**config.mk**
```make
export PLATFORM = sky130hd
export DESIGN_NAME = laser_scorer_flat
export DESIGN_NICKNAME = d
export VERILOG_FILES = /design/src/rtl/laser_scorer_pkg.sv /design/src/rtl/laser_scorer_if.sv /design/src/rtl/laser_scorer_circle_cover.sv /design/src/rtl/laser_scorer.sv /design/src/flat_wrapper.sv
export SDC_FILE = /design/constraint.sdc
export NUM_CORES = 1
export LEC_CHECK = 0
export CAP_MARGIN = 20
export CELL_PAD_IN_SITES_DETAIL_PLACEMENT = 1
export CELL_PAD_IN_SITES_GLOBAL_PLACEMENT = 1
export CORE_MARGIN = 1.5
export CORE_UTILIZATION = 30
export DETAILED_ROUTE_END_ITERATION = 12
export PLACE_DENSITY = 0.49
export SLEW_MARGIN = 10
export SYNTH_ARGS = -nofsm -noshare
export SYNTH_HDL_FRONTEND = slang
export SYNTH_SLANG_ARGS = --single-unit
```
**constraint.sdc**
```tcl
create_clock -name CLK -period 20.8 [get_ports CLK]
set_input_delay 4.16 -clock CLK [delete_from_list [all_inputs] [get_ports CLK]]
set_output_delay 4.16 -clock CLK [all_outputs]
set_load 0.01 [all_outputs]
```
**src/rtl/laser_scorer_pkg.sv**
```systemverilog
// Shared laser definitions: pattern size, coverage radius, FSM encoding and
// the point record used by both the optimiser and the scorer.
package laser_scorer_pkg;

    localparam int LASER_OBJ_NUM   = 40;
    localparam int LASER_PARALLEL  = 4;
    localparam int LASER_RADIUS_SQ = 16;
    localparam int SCORE_W         = 6;

    localparam logic [2:0] ST_IDLE = 3'd0;
    localparam logic [2:0] ST_LOAD = 3'd1;
    localparam logic [2:0] ST_WAIT = 3'd2;
    localparam logic [2:0] ST_EVAL = 3'd3;
    localparam logic [2:0] ST_OUT  = 3'd4;

    typedef struct packed {
        logic [3:0] y;
        logic [3:0] x;
    } point_t;

    // Squared Euclidean distance on the 4-bit grid; 9 bits holds 2*15^2.
    function automatic logic [8:0] dist_sq(input point_t p, input point_t c);
        logic [3:0] dx;
        logic [3:0] dy;
        logic [7:0] sx;
        logic [7:0] sy;
        dx = (p.x >= c.x) ? (p.x - c.x) : (c.x - p.x);
        dy = (p.y >= c.y) ? (p.y - c.y) : (c.y - p.y);
        sx = {4'd0, dx} * {4'd0, dx};
        sy = {4'd0, dy} * {4'd0, dy};
        return {1'b0, sx} + {1'b0, sy};
    endfunction

endpackage

```
**src/rtl/laser_scorer_if.sv**
```systemverilog
// Point stream, optimiser result and score bus of the laser scorer.
interface laser_scorer_if;
    import laser_scorer_pkg::*;

    logic               IN_VALID;
    logic [3:0]         X;
    logic [3:0]         Y;
    logic               DONE_IN;
    logic [3:0]         C1X;
    logic [3:0]         C1Y;
    logic [3:0]         C2X;
    logic [3:0]         C2Y;
    logic [SCORE_W-1:0] SCORE;
    logic               SCORE_VALID;
    logic               ERR;
    logic               BUSY;

    modport master (
        output IN_VALID, X, Y, DONE_IN, C1X, C1Y, C2X, C2Y,
        input  SCORE, SCORE_VALID, ERR, BUSY
    );

    modport slave (
        input  IN_VALID, X, Y, DONE_IN, C1X, C1Y, C2X, C2Y,
        output SCORE, SCORE_VALID, ERR, BUSY
    );
endinterface

```
**src/rtl/laser_scorer_circle_cover.sv**
```systemverilog
// Combinational coverage test of one point against the union of two circles.
module circle_cover
    import laser_scorer_pkg::*;
#(
    parameter int RADIUS_SQ = LASER_RADIUS_SQ
) (
    input  point_t pt_i,
    input  point_t c1_i,
    input  point_t c2_i,
    output logic   covered_o
);
    logic [8:0] d1_s;
    logic [8:0] d2_s;

    // Union test: a point is counted once even if both circles hold it.
    always_comb begin
        d1_s      = dist_sq(pt_i, c1_i);
        d2_s      = dist_sq(pt_i, c2_i);
        covered_o = (d1_s <= 9'(RADIUS_SQ)) || (d2_s <= 9'(RADIUS_SQ));
    end
endmodule

```
**src/rtl/laser_scorer.sv**
```systemverilog
// Loads a pattern of target points, then counts how many fall inside the two
// circles reported by the optimiser, PARALLEL points per cycle.
module laser_scorer
    import laser_scorer_pkg::*;
#(
    parameter int OBJ_NUM   = LASER_OBJ_NUM,
    parameter int PARALLEL  = LASER_PARALLEL,
    parameter int RADIUS_SQ = LASER_RADIUS_SQ
) (
    input logic           CLK,
    input logic           RST,
    laser_scorer_if.slave bus
);
    localparam int GROUPS = OBJ_NUM / PARALLEL;
    localparam int GW     = (GROUPS > 1) ? $clog2(GROUPS) : 1;
    localparam int LW     = (PARALLEL > 1) ? $clog2(PARALLEL) : 1;

    logic [2:0]         state_q, state_d;
    logic [SCORE_W-1:0] count_q, count_d;
    logic [GW-1:0]      wr_grp_q, wr_grp_d, wr_grp_nx_s;
    logic [LW-1:0]      wr_lane_q, wr_lane_d, wr_lane_nx_s;
    logic [GW-1:0]      ev_grp_q, ev_grp_d;
    logic [SCORE_W-1:0] acc_q, acc_d, acc_sum_s, grp_sum_s;
    point_t             c1_q, c1_d, c2_q, c2_d;
    logic [SCORE_W-1:0] score_q, score_d;
    logic               score_valid_q, score_valid_d;
    logic               err_q, err_d;
    logic               busy_q, busy_d;
    logic               mem_we_s;
    logic [PARALLEL-1:0] covered_s;
    point_t             mem_q [GROUPS][PARALLEL];

    // Point storage is written before it is read, so it carries no reset.
    always_ff @(posedge CLK) begin
        if (mem_we_s) begin
            mem_q[wr_grp_q][wr_lane_q] <= '{y: bus.Y, x: bus.X};
        end
    end

    for (genvar k = 0; k < PARALLEL; k++) begin : g_cover
        circle_cover #(.RADIUS_SQ(RADIUS_SQ)) u_cover (
            .pt_i      (mem_q[ev_grp_q][k]),
            .c1_i      (c1_q),
            .c2_i      (c2_q),
            .covered_o (covered_s[k])
        );
    end

    // Write pointer walks lanes first so a group of PARALLEL points is contiguous.
    always_comb begin
        if (wr_lane_q == LW'(PARALLEL - 1)) begin
            wr_lane_nx_s = {LW{1'b0}};
            wr_grp_nx_s  = wr_grp_q + GW'(1);
        end else begin
            wr_lane_nx_s = wr_lane_q + LW'(1);
            wr_grp_nx_s  = wr_grp_q;
        end
        grp_sum_s = {SCORE_W{1'b0}};
        for (int k = 0; k < PARALLEL; k++) begin
            grp_sum_s = grp_sum_s + SCORE_W'(covered_s[k]);
        end
        acc_sum_s = acc_q + grp_sum_s;
    end

    // Next-state logic; write pointers are zero whenever the FSM is outside LOAD.
    always_comb begin
        state_d       = state_q;
        count_d       = count_q;
        wr_grp_d      = wr_grp_q;
        wr_lane_d     = wr_lane_q;
        ev_grp_d      = ev_grp_q;
        acc_d         = acc_q;
        c1_d          = c1_q;
        c2_d          = c2_q;
        score_d       = {SCORE_W{1'b0}};
        score_valid_d = 1'b0;
        err_d         = 1'b0;
        mem_we_s      = 1'b0;
        case (state_q)
            ST_IDLE: begin
                if (bus.IN_VALID) begin
                    mem_we_s  = 1'b1;
                    count_d   = SCORE_W'(1);
                    wr_grp_d  = wr_grp_nx_s;
                    wr_lane_d = wr_lane_nx_s;
                    state_d   = ST_LOAD;
                end else begin
                    state_d = ST_IDLE;
                end
            end
            ST_LOAD: begin
                if (bus.DONE_IN) begin
                    err_d     = 1'b1;
                    count_d   = {SCORE_W{1'b0}};
                    wr_grp_d  = {GW{1'b0}};
                    wr_lane_d = {LW{1'b0}};
                    state_d   = ST_IDLE;
                end else if (bus.IN_VALID) begin
                    mem_we_s = 1'b1;
                    if (count_q == SCORE_W'(OBJ_NUM - 1)) begin
                        count_d   = SCORE_W'(OBJ_NUM);
                        wr_grp_d  = {GW{1'b0}};
                        wr_lane_d = {LW{1'b0}};
                        state_d   = ST_WAIT;
                    end else begin
                        count_d   = count_q + SCORE_W'(1);
                        wr_grp_d  = wr_grp_nx_s;
                        wr_lane_d = wr_lane_nx_s;
                    end
                end else begin
                    state_d = ST_LOAD;
                end
            end
            ST_WAIT: begin
                if (bus.DONE_IN) begin
                    c1_d     = '{y: bus.C1Y, x: bus.C1X};
                    c2_d     = '{y: bus.C2Y, x: bus.C2X};
                    acc_d    = {SCORE_W{1'b0}};
                    ev_grp_d = {GW{1'b0}};
                    state_d  = ST_EVAL;
                end else begin
                    state_d = ST_WAIT;
                end
            end
            ST_EVAL: begin
                acc_d = acc_sum_s;
                if (ev_grp_q == GW'(GROUPS - 1)) begin
                    ev_grp_d      = {GW{1'b0}};
                    score_d       = acc_sum_s;
                    score_valid_d = 1'b1;
                    state_d       = ST_OUT;
                end else begin
                    ev_grp_d = ev_grp_q + GW'(1);
                end
            end
            ST_OUT: begin
                count_d = {SCORE_W{1'b0}};
                state_d = ST_IDLE;
            end
            default: begin
                state_d = ST_IDLE;
            end
        endcase
        busy_d = (state_d != ST_IDLE);
    end

    // State and registered outputs; RST clears everything at once, even mid-EVAL.
    always_ff @(posedge CLK or posedge RST) begin
        if (RST) begin
            state_q       <= ST_IDLE;
            count_q       <= {SCORE_W{1'b0}};
            wr_grp_q      <= {GW{1'b0}};
            wr_lane_q     <= {LW{1'b0}};
            ev_grp_q      <= {GW{1'b0}};
            acc_q         <= {SCORE_W{1'b0}};
            c1_q          <= '{y: 4'd0, x: 4'd0};
            c2_q          <= '{y: 4'd0, x: 4'd0};
            score_q       <= {SCORE_W{1'b0}};
            score_valid_q <= 1'b0;
            err_q         <= 1'b0;
            busy_q        <= 1'b0;
        end else begin
            state_q       <= state_d;
            count_q       <= count_d;
            wr_grp_q      <= wr_grp_d;
            wr_lane_q     <= wr_lane_d;
            ev_grp_q      <= ev_grp_d;
            acc_q         <= acc_d;
            c1_q          <= c1_d;
            c2_q          <= c2_d;
            score_q       <= score_d;
            score_valid_q <= score_valid_d;
            err_q         <= err_d;
            busy_q        <= busy_d;
        end
    end

    assign bus.SCORE       = score_q;
    assign bus.SCORE_VALID = score_valid_q;
    assign bus.ERR         = err_q;
    assign bus.BUSY        = busy_q;
endmodule

```
**src/flat_wrapper.sv**
```systemverilog
// flat-port wrapper written by rule: the top's interface ports become plain ports
module laser_scorer_flat import laser_scorer_pkg::*;
#(
    parameter int OBJ_NUM   = LASER_OBJ_NUM,
    parameter int PARALLEL  = LASER_PARALLEL,
    parameter int RADIUS_SQ = LASER_RADIUS_SQ
)
  (CLK, RST, bus_IN_VALID, bus_X, bus_Y, bus_DONE_IN, bus_C1X, bus_C1Y, bus_C2X, bus_C2Y, bus_SCORE, bus_SCORE_VALID, bus_ERR, bus_BUSY);
  laser_scorer_if bus_i ();
  input logic CLK;
  input logic RST;
  input wire logic [$bits(bus_i.IN_VALID)-1:0] bus_IN_VALID;
  input wire logic [$bits(bus_i.X)-1:0] bus_X;
  input wire logic [$bits(bus_i.Y)-1:0] bus_Y;
  input wire logic [$bits(bus_i.DONE_IN)-1:0] bus_DONE_IN;
  input wire logic [$bits(bus_i.C1X)-1:0] bus_C1X;
  input wire logic [$bits(bus_i.C1Y)-1:0] bus_C1Y;
  input wire logic [$bits(bus_i.C2X)-1:0] bus_C2X;
  input wire logic [$bits(bus_i.C2Y)-1:0] bus_C2Y;
  output wire logic [$bits(bus_i.SCORE)-1:0] bus_SCORE;
  output wire logic [$bits(bus_i.SCORE_VALID)-1:0] bus_SCORE_VALID;
  output wire logic [$bits(bus_i.ERR)-1:0] bus_ERR;
  output wire logic [$bits(bus_i.BUSY)-1:0] bus_BUSY;
  assign bus_i.IN_VALID = bus_IN_VALID;
  assign bus_i.X = bus_X;
  assign bus_i.Y = bus_Y;
  assign bus_i.DONE_IN = bus_DONE_IN;
  assign bus_i.C1X = bus_C1X;
  assign bus_i.C1Y = bus_C1Y;
  assign bus_i.C2X = bus_C2X;
  assign bus_i.C2Y = bus_C2Y;
  assign bus_SCORE = bus_i.SCORE;
  assign bus_SCORE_VALID = bus_i.SCORE_VALID;
  assign bus_ERR = bus_i.ERR;
  assign bus_BUSY = bus_i.BUSY;
  laser_scorer #(.OBJ_NUM(OBJ_NUM), .PARALLEL(PARALLEL), .RADIUS_SQ(RADIUS_SQ)) u_core (.CLK(CLK), .RST(RST), .bus(bus_i));
endmodule
```
==> impl_results.md <==
- Avg Cell Area, Syn: 12.5 µm²
- H-Tree Depth: 2
- Required time of the critical path: 21.24 ns
- TNS Setup: 0 ns
- Post-route cell area: 27700 µm²
- CP arrival: 10.88 ns
- Post-route DRC: 0
- Synth Cell Area: 24800 µm²
- GPL Wtd Cong: 0.826
- Fin. max-slew vios: 0
- All-Layer GR Usage: 16.3%
- Top cells by count, synth: edfxtp_1 (320), ha_1 (264), inv_1 (236)
- Post-synthesis cell type count: 65
- Die width: 290 µm
- CTS tree: built
- Number of global-route vias before repair: 17200
- Clock-pin transition on the worst setup and hold timing paths: 0.06 ns
- Reg2reg start: u_core.ev_grp_q[0]
- CP peak stage delay: 0.79 ns
- RSZ-0062 raised after global routing: false
- Die Y: 290 µm
- Number of antenna violations at the first check in global routing: 0
- Routed length per instance: 21.5 µm
- Die ar.: 84300 µm²
- I/O Buffers: 36
- Pin slew with the least headroom to its limit: 1.11 ns
- Worst setup SP type: register
- Syn Inst Count: 1990
- Area contributors post-synth: edfxtp_1 (39%), ha_1 (13%), fa_1 (9.9%)
- Worst Hold End: u_core.acc_q[2]
- Pre-CTS setup slack: 10.13 ns
- Worst r2r path cells: 29
- Fin util: 33.8%
- Hold_buf cts: 0
- Largest area contributor in the netlist: edfxtp_1
- Fin Hold WS: 0.496 ns
- Post-layout worst setup margin: 10.36 ns
- Post-CTS Setup Bufs: 0
- Final setup fails: 0
- Synth async-reset ratio: 13.5%
- Maximum clock frequency: 0.0958 GHz
- Crit. End Element: register
- Combined area of the multi-input logic cells: 12800 µm²
- Critical path type: reg2reg
- Clock Sinks: 370
- Max cap viols: 0
- Worst VDD drop: 0.0656 mV
- Worst-path maximum fanout: 40
- Vias per Instance: 4.93
- Critical R2R Capture: u_core.acc_q[4]
- Run status: finished, final reports clean
- Core area: 82000 µm²
- # fillers: 8868
- R2r setup slk: 10.36 ns
- Storage cell area: 10900 µm²
- Worst Hold Depth: 2
- Clock period minus worst slack: 10.44 ns
- Layout Nets: 2462
- Num ports: 37
- Initial DRT Pass Iterations: 5
- Min-delay src: u_core.acc_q[2]
- Most used DFF post-synth: edfxtp_1
- Iter 0 DRT Violations: 685
- Final Hold Viols: 0
- Resized cells post-CTS: 0
- Slew HR: 25.5%
- Tcrit/Tclk final: 50.2%
- Initial Util: 30.2%
- Post-Syn Nets: 2404
- Critical path's slowest cell: o41ai_2
- Most frequent CP cell: fa_1
- Final ANT Viol Nets: 0
- Routed WL: 67600 µm
- # diodes: 0
- EDFF count, synth: 320
- Hold Crit Class: reg2reg
- # rows: 105
- CTS Buf Count: 42
- Placed cell area: 26400 µm²
- CTS root buf: clkbuf_16
- Largest net degree at the start of global routing: 51
- Global route overflow: 0
- Top cell type's share of synthesized area: 38.8%
- Layout cells sized above 1: 10.5%
- Synth Warn #: 0
- Worst-Skew Late Latency: 0.59 ns
- Pwr Density: 97.1 nW/µm²
- Clk buf depth: 3
- Hpwl dp: 50400 µm
- Global-route wire length before repair: 105000 µm
- Pleak: 10.9 nW
- Via count: 15500
- #FFs+latches synth: 370
- Most frequent cell after synthesis: edfxtp_1
- Area growth, synth to finish: 11.8%
- Post-synthesis sequential area ratio: 43.8%
- Clock Skew: 0.0295 ns
==> worst max-delay path, delay by kind of cell, from the launching register on <==
kind | cells | cell delay [ns]
AND/OR/NAND/NOR | 2 | 0.28
AO/OA/AOI/OAI | 7 | 1.91
adder cells (fa/ha/maj) | 11 | 4.53
buffers and inverters | 4 | 1.06
flip-flops | 1 | 0.69
XOR/XNOR | 2 | 0.62
multiplexers | 3 | 1.18
==> power by group <==
group	switching, W	leakage, nW	internal (W)
Sequential	0.00000872	3.46	0.000829
Combinational	0.000665	6.85	0.000487
Clock	0.000311	0.625	0.000390
Total	0.000984	10.9	0.00171
==> state kept, by name (all words and copies together) (netlist names) <==
signal                  count
u_core.ev_grp_q             4
u_core.count_q              6
u_core.bus.SCORE            6
u_core.wr_grp_q             4
u_core.bus.SCORE_VALID      1
u_core.bus.ERR              1
u_core.mem_q              320
u_core.bus.BUSY             1
u_core.c2_q                 8
u_core.acc_q                6
u_core.c1_q                 8
u_core.wr_lane_q            2
u_core.state_q              3
==> cell usage in the layout, fill, tap and decap left out, types with 6 or more instances in the layout <==
| cell type | Yosys | layout |
|---|---|---|
| edfxtp_1 | 320 | 320 |
| ha_1 | 264 | 264 |
| inv_1 | 236 | 235 |
| fa_1 | 122 | 122 |
| nand2_1 | 119 | 119 |
| nor2_1 | 117 | 117 |
| a21oi_1 | 100 | 100 |
| o21ai_0 | 89 | 89 |
| mux2i_1 | 71 | 71 |
| nor2b_1 | 53 | 53 |
| dfrtp_1 | 50 | 46 |
| mux4_2 | 43 | 43 |
| clkbuf_16 | 0 | 42 |
| a21o_1 | 40 | 40 |
| clkdlybuf4s50_1 | 0 | 36 |
| mux2_2 | 32 | 32 |
| o21a_1 | 25 | 25 |
| o21ai_2 | 24 | 24 |
| o21bai_1 | 23 | 23 |
| nand3_1 | 22 | 22 |
| mux4_1 | 21 | 21 |
| or2_2 | 20 | 20 |
| xor2_1 | 17 | 17 |
| nand2b_1 | 16 | 16 |
| buf_4 | 4 | 16 |
| o211ai_1 | 13 | 13 |
| inv_2 | 12 | 13 |
| a31oi_1 | 11 | 11 |
| a211oi_1 | 10 | 10 |
| clkinv_1 | 0 | 10 |
| xnor2_1 | 9 | 9 |
| clkinv_2 | 0 | 8 |
| clkbuf_1 | 16 | 8 |
| a2bb2oi_1 | 6 | 6 |
==> layout make-up <==
cell class / count / area share [%]
Clock buffer: 51 / 3.95
Timing Repair Buffer: 53 / 1.78
Multi-Input combinational cell: 1333 / 46.1
Clock inverter: 25 / 0.700
Inverter: 248 / 3.36
Tap cell: 1070 / 4.83
Sequential cell: 370 / 39.2
==> worst max path at each step <==
stage	depth (start not counted)	to	from
after CTS	30	u_core.acc_q[4]	u_core.ev_grp_q[0]
after detailed placement	30	u_core.acc_q[4]	u_core.ev_grp_q[0]
final	29	u_core.acc_q[4]	u_core.ev_grp_q[0]
after global placement	30	u_core.acc_q[4]	u_core.ev_grp_q[0]
after global routing	29	u_core.acc_q[4]	u_core.ev_grp_q[0]
after floorplan	31	u_core.bus.SCORE[4]	u_core.ev_grp_q[0]
==> routing by layer <==
layer	up-vias	part of all wire, %	global-route usage [%]
met5	-	0	0
met4	0	1.7	3.41
met3	61	2.0	1.68
met2	149	50	28.7
met1	8078	47	21.7
li1	7253	-	-
==> cell families (layout without fill, tap and decap cells) <==
group                      Yosys count  count (layout)  synth area share, %
AOI/OAI and AO/OA                  371             371                 9.53
xor gates and xnor gates            26              26                0.919
adders and majority gates          386             386                 23.2
buffers and inverters              287             377                 4.64
DFF                                370             370                 43.8
muxes                              167             167                 10.5
and+or+nand+nor                    383             383                 7.43
==> per-stage QoR <==
| stage | total power (W) | cells |
|---|---|---|
| finish | 0.00269 | 3150 |
| floorplan | 0.00169 | 1990 |
| CTS | 0.00276 | 3149 |
| detailed placement | 0.00204 | 3073 |
| global placement | 0.00201 | 3073 |
| global route | 0.00295 | 3150 |
(Power assumes the default switching activity.)
